==> src/rtl/regbank_rr_arbiter.sv <==
`default_nettype none
// ============================================================================
// Module   : regbank_rr_arbiter
// Brief    : Round-robin arbitrated write port into a small register bank.
//            Optional owner lock enabled by defining REGARB_LOCK_EN.
// Revision : 1.0
// ============================================================================
module regbank_rr_arbiter #(
  parameter int N_REQ = 4,
  parameter int NREG  = 4,
  parameter int WIDTH = 4,
  parameter int AW    = 2
) (
  input  logic                     clk,
  input  logic                     reset,
  input  logic [N_REQ-1:0]         req,
  input  logic [N_REQ*AW-1:0]      addr,
  input  logic [N_REQ*WIDTH-1:0]   wdata,
`ifdef REGARB_LOCK_EN
  input  logic [N_REQ-1:0]         lock,
`endif
  output logic [N_REQ-1:0]         gnt,
  output logic [NREG-1:0]          we,
  output logic [NREG*WIDTH-1:0]    q
);

  localparam int            c_pw   = (N_REQ > 1) ? $clog2(N_REQ) : 1;
  localparam logic [c_pw-1:0] c_last = c_pw'(N_REQ - 1);

  logic [c_pw-1:0]  r_ptr;
  logic [c_pw-1:0]  w_ptr_nxt;
  logic [c_pw-1:0]  w_rr_win;
  logic             w_rr_found;
  logic [c_pw-1:0]  w_win;
  logic [c_pw-1:0]  w_win_inc;
  logic             w_found;
  logic [AW-1:0]    w_addr;
  logic [WIDTH-1:0] w_wdata;
  int               w_idx;

  // Descending scan so the last hit is the first requester at or after r_ptr.
  always_comb begin
    w_rr_found = 1'b0;
    w_rr_win   = '0;
    w_idx      = 0;
    for (int k = N_REQ - 1; k >= 0; k--) begin
      w_idx = int'(r_ptr) + k;
      if (w_idx >= N_REQ) w_idx = w_idx - N_REQ;
      if (req[w_idx[c_pw-1:0]]) begin
        w_rr_found = 1'b1;
        w_rr_win   = w_idx[c_pw-1:0];
      end
    end
  end

`ifdef REGARB_LOCK_EN
  typedef enum logic [0:0] {
    ST_IDLE   = 1'b0,
    ST_LOCKED = 1'b1
  } state_t;

  state_t          r_state;
  state_t          w_state_nxt;
  logic [c_pw-1:0] r_owner;
  logic [c_pw-1:0] w_owner_nxt;

  always_comb begin
    w_found = 1'b0;
    w_win   = w_rr_win;
    if (r_state == ST_LOCKED) begin
      w_found = req[r_owner] & ~reset;
      w_win   = r_owner;
    end else begin
      w_found = w_rr_found & ~reset;
    end
  end

  always_comb begin
    w_state_nxt = r_state;
    w_owner_nxt = r_owner;
    w_ptr_nxt   = r_ptr;
    case (r_state)
      ST_IDLE: begin
        if (w_found) begin
          if (lock[w_win]) begin
            w_state_nxt = ST_LOCKED;
            w_owner_nxt = w_win;
          end else begin
            w_ptr_nxt = w_win_inc;
          end
        end
      end
      ST_LOCKED: begin
        // Release on the owner's unlocked final write or when it stops requesting.
        if (!req[r_owner] || !lock[r_owner]) begin
          w_state_nxt = ST_IDLE;
          w_ptr_nxt   = w_win_inc;
        end
      end
      default: w_state_nxt = ST_IDLE;
    endcase
  end

  always_ff @(posedge clk or posedge reset) begin
    if (reset) begin
      r_state <= ST_IDLE;
      r_owner <= '0;
    end else begin
      r_state <= w_state_nxt;
      r_owner <= w_owner_nxt;
    end
  end
`else
  assign w_found = w_rr_found & ~reset;
  assign w_win   = w_rr_win;

  always_comb begin
    w_ptr_nxt = r_ptr;
    if (w_found) w_ptr_nxt = w_win_inc;
  end
`endif

  assign w_win_inc = (w_win == c_last) ? '0 : w_win + c_pw'(1);
  assign w_addr    = addr[int'(w_win)*AW +: AW];
  assign w_wdata   = wdata[int'(w_win)*WIDTH +: WIDTH];

  always_comb begin
    gnt = '0;
    we  = '0;
    if (w_found) begin
      gnt[w_win]  = 1'b1;
      we[w_addr]  = 1'b1;
    end
  end

  always_ff @(posedge clk or posedge reset) begin
    if (reset) r_ptr <= '0;
    else       r_ptr <= w_ptr_nxt;
  end

  generate
    for (genvar r = 0; r < NREG; r++) begin : g_reg
      logic [WIDTH-1:0] r_q;
      always_ff @(posedge clk or posedge reset) begin
        if (reset)      r_q <= '0;
        else if (we[r]) r_q <= w_wdata;
      end
      assign q[r*WIDTH +: WIDTH] = r_q;
    end
  endgenerate

endmodule
`default_nettype wire
==> config.mk <==
export PLATFORM = sky130hd
export DESIGN_NAME = regbank_rr_arbiter
export DESIGN_NICKNAME = d
export VERILOG_FILES = /design/src/rtl/regbank_rr_arbiter.sv
export SDC_FILE = /design/constraint.sdc
export NUM_CORES = 1
export LEC_CHECK = 0
export ABC_AREA = 1
export CORE_MARGIN = 4
export CORE_UTILIZATION = 48
export CTS_CLUSTER_DIAMETER = 80
export DETAILED_ROUTE_END_ITERATION = 10
export PLACE_DENSITY = 0.86
export SLEW_MARGIN = 25
export SYNTH_ARGS = -nofsm -noshare
export SYNTH_HDL_FRONTEND = slang
export SYNTH_SLANG_ARGS = --single-unit
==> constraint.sdc <==
create_clock -name clk -period 4.8 [get_ports clk]
set_input_delay 0.96 -clock clk [delete_from_list [all_inputs] [get_ports clk]]
set_output_delay 0.96 -clock clk [all_outputs]
set_load 0.01 [all_outputs]
==> results.py <==
metrics = {
    "pwr": {
        "power_frac_clock_pct": 5.2,
        "p_leak_nw": 1.11,
        "power_mw": 1.79,
        "internal-power_uw": 802,
        "swShare_pct": 55.1,
        "p_switching_uw": 983,
        "pwr-share-seq_pct": 15.4,
        "ir_worst_vdd_mv": 0.453,
        "combinationalPowerShare_pct": 79.4,
        "powerDensity_nw_per_um2": 865,
    },
    "global_routing": {
        "grt_util_met1_pct": 24.1,
        "grt_max_degree": 19,
        "antenna_found_initial": 0,
        "busiest_layer": "met2",
        "track_usage_pct": 17.7,
        "grt_overflow": 0,
        "grt_pass1_vias": 1381,
        "grtUsageMet2_pct": 29.1,
        "grt.met3_usage_pct": 3.20,
        "grt_pass1_wl_um": 5950,
    },
    "synthesis": {
        "synthTopCellsByArea": "dfrtp_1 30%, nand2_1 25%, nand3_1 10%",
        "yosysMostFrequentCell": "nand2_1",
        "syn_inst": 220,
        "async_reset_ff_share_pct": 100,
        "syn_nets": 254,
        "yosysWarnings": 0,
        "synth-seq-area-share_pct": 30.4,
        "synth-edff-count": 0,
        "synth.cells.most_frequent": "98 x nand2_1, 31 x nand3_1, 22 x inv_1",
        "yosysUniqueCellTypes": 22,
        "ys.flop_type": "dfrtp_1",
        "yosys.area.top_type_share_pct": 30.4,
        "synth_seq_cells": 18,
        "yosysTopAreaCell": "dfrtp_1",
        "synth.cell_area_um2": 1480,
        "avgSynthCellArea_um2": 6.74,
    },
    "hold_path": {
        "hp-class": "register to register",
    },
    "timing": {
        "slew_headroom_pct": 56.5,
        "fin_crit_sh_pct": 89.8,
        "setup_tns_ns": 0,
        "finalSetupViolations": 0,
        "clock-skew-final_ns": 0.00517,
        "max_freq_mhz": 232,
        "hold_viol_final": 0,
        "finalMaxSlewViolations": 0,
        "rsz0062_at_grt": "false",
        "min_period_ns": 4.31,
        "tightest_slew_ns": 0.652,
    },
    "clock_tree": {
        "root_buffer": "clkbuf_4",
        "cts_setup_buffers": 0,
        "cts_max_path_buffers": 2,
        "cts_sinks": 18,
        "cts_tree": "done",
        "clk_latency_ns": 0.30,
        "cts.clk_slew.worst_paths_ns": 0.10,
        "cts-hold-fix-buffers": 0,
        "cts_resized": 0,
        "cts_buffers": 3,
        "cts-htree-levels": 1,
    },
    "placed_design": {
        "dpl_cell_area_um2": 2030,
        "place.detailed.hpwl_um": 2820,
        "place.gp.congestion": 0.897,
        "dp_cells": 302,
        "numPortBuffers": 53,
    },
    "critical_path": {
        "endpoint": "we[3]",
        "path_class": "input pin to output pin",
        "worstPathArrival_ns": 3.35,
        "cp_top_family": "simple AND/OR/NAND/NOR gates",
        "critPathMaxFanout": 18,
        "crit_chain": "clkdlybuf4s50_1 -> inv_1 -> nand2_1 -> and2_4 -> or2_4 -> nand2_4 -> nand2_4 -> nand2_8 -> nand2_2 -> nand2_1 -> nand2_1 -> nand2_4 -> nand3_2 -> inv_1 -> clkdlybuf4s50_1",
        "r2r-start": "r_ptr[0]$_DFFE_PP0P_",
        "start_kind": "input pin",
        "crit_cells": 15,
        "endpoint_kind": "output pin",
        "cp-startpoint": "req[1]",
        "crit_buf_inv": 4,
        "rr_worst_depth": 13,
        "slowest_delay_ns": 0.53,
        "cp.required_ns": 3.84,
        "critical-path-slowest-cell": "clkdlybuf4s50_1",
        "r2r_setup_slack_ns": 2.59,
        "reg2reg_to": "g_reg[3].r_q[2]$_DFFE_PP0P_",
    },
    "cells_and_area": {
        "final_cell_area_um2": 2060,
        "antenna_cells": 0,
        "final_net_count": 310,
        "nFillCells": 241,
        "area_growth_pct": 39.2,
        "drive_above_1_share_pct": 14.5,
        "final_util_pct": 72.3,
        "layoutNonFillerInstCount": 306,
        "area.sequential_um2": 450,
        "multiInputGateArea_um2": 902,
    },
    "detailed_routing": {
        "via_per_inst": 4.82,
        "vias": 1474,
        "wl_per_cell_um": 11.3,
        "drt-total-wl_um": 3450,
        "drtPass1Iterations": 4,
        "dr.first_iter.drc_count": 82,
        "postRouteAntennaNets": 0,
        "route.detailed.drc": 0,
    },
    "flow_run": {
        "maxCapViolCount": 0,
    },
    "die": {
        "start_util_pct": 52.0,
        "rows": 19,
        "fp.coreArea_um2": 2850,
        "dieArea_um2": 4040,
        "die_w_um": 63.6,
        "num_io_pins": 54,
        "die_height_um": 63.6,
    },
    "run_status": {
        "status": "complete, no violations",
    },
}
worst min-delay path, cell delays in order (launching register included):
cell and delay, ns:
dfrtp_1 0.35, nand2_1 0.05, nand2_1 0.06
per-layer routing:
layer,vias to the layer above,wire length (µm)
met5,-,0
met4,0,6
met3,2,212
met2,47,1620
met1,637,1610
li1,788,-
cells in the final DEF (no fill, tap or decap), types with 2 or more instances in the layout:
master and n:
clkdlybuf4s50_1 53, nand2_1 98, o21ai_0 2, nand2_4 4, clkbuf_4 3, o21ai_1 2, nor2_4 2, nand3_1 31
inv_2 3, nor2_1 5, ha_1 4, nand2_2 16, inv_1 22, dfrtp_1 18, nand3_2 4
power by group through the flow:
| stage | registers (mW) | clock network, mW | logic, mW |
|---|---|---|---|
| floorplan | 0.287 | 0 | 1.03 |
| global placement | 0.276 | 0 | 1.40 |
| detailed placement | 0.277 | 0 | 1.42 |
| CTS | 0.275 | 0.0934 | 1.43 |
| global route | 0.284 | 0.102 | 1.59 |
| finish | 0.274 | 0.0929 | 1.42 |
flip-flops by register name (all words and copies together), names as in the netlist:
name and cells:
r_ptr 2, g.r_q 16
cells by family (layout without fill, tap and decap cells):
kind of cell               Yosys count  count (layout)  share of synthesized area, %
and+or+nand+nor                    164             164                          54.3
buffers and inverters               28              83                          8.78
DFF                                 18              18                          30.4
AOI/OAI and AO/OA                    6               6                          3.21
adders and majority gates            4               4                          3.38
worst min-delay path by stage:
stage	startpoint	to	slack [ns]	cells past startpoint
2_1_floorplan	g_reg[0].r_q[0]$_DFFE_PP0P_	g_reg[0].r_q[0]$_DFFE_PP0P_	0.51	2
3_3_place_gp	g_reg[2].r_q[1]$_DFFE_PP0P_	g_reg[2].r_q[1]$_DFFE_PP0P_	0.46	2
3_5_place_dp	g_reg[2].r_q[1]$_DFFE_PP0P_	g_reg[2].r_q[1]$_DFFE_PP0P_	0.47	2
4_1_cts	g_reg[0].r_q[2]$_DFFE_PP0P_	g_reg[0].r_q[2]$_DFFE_PP0P_	0.49	2
5_1_grt	g_reg[0].r_q[2]$_DFFE_PP0P_	g_reg[0].r_q[2]$_DFFE_PP0P_	0.51	2
6_report	g_reg[0].r_q[2]$_DFFE_PP0P_	g_reg[0].r_q[2]$_DFFE_PP0P_	0.49	2
metrics by stage:
step                      setup slack (ns)  hold slack [ns]
after floorplan                       1.64            0.514
after global placement               0.514            0.465
after detailed placement             0.479            0.467
after CTS                            0.481            0.492
after global routing                 0.290            0.510
final                                0.489            0.492
final cells by class:
class | instances | share of cell area [%]
multi-input combinational | 174 | 43.7
timing repair buffer | 53 | 25.7
sequential | 18 | 21.8
inverter | 26 | 5.09
tap | 31 | 1.88
clock buffer | 4 | 1.76
(Power assumes the default switching activity.)
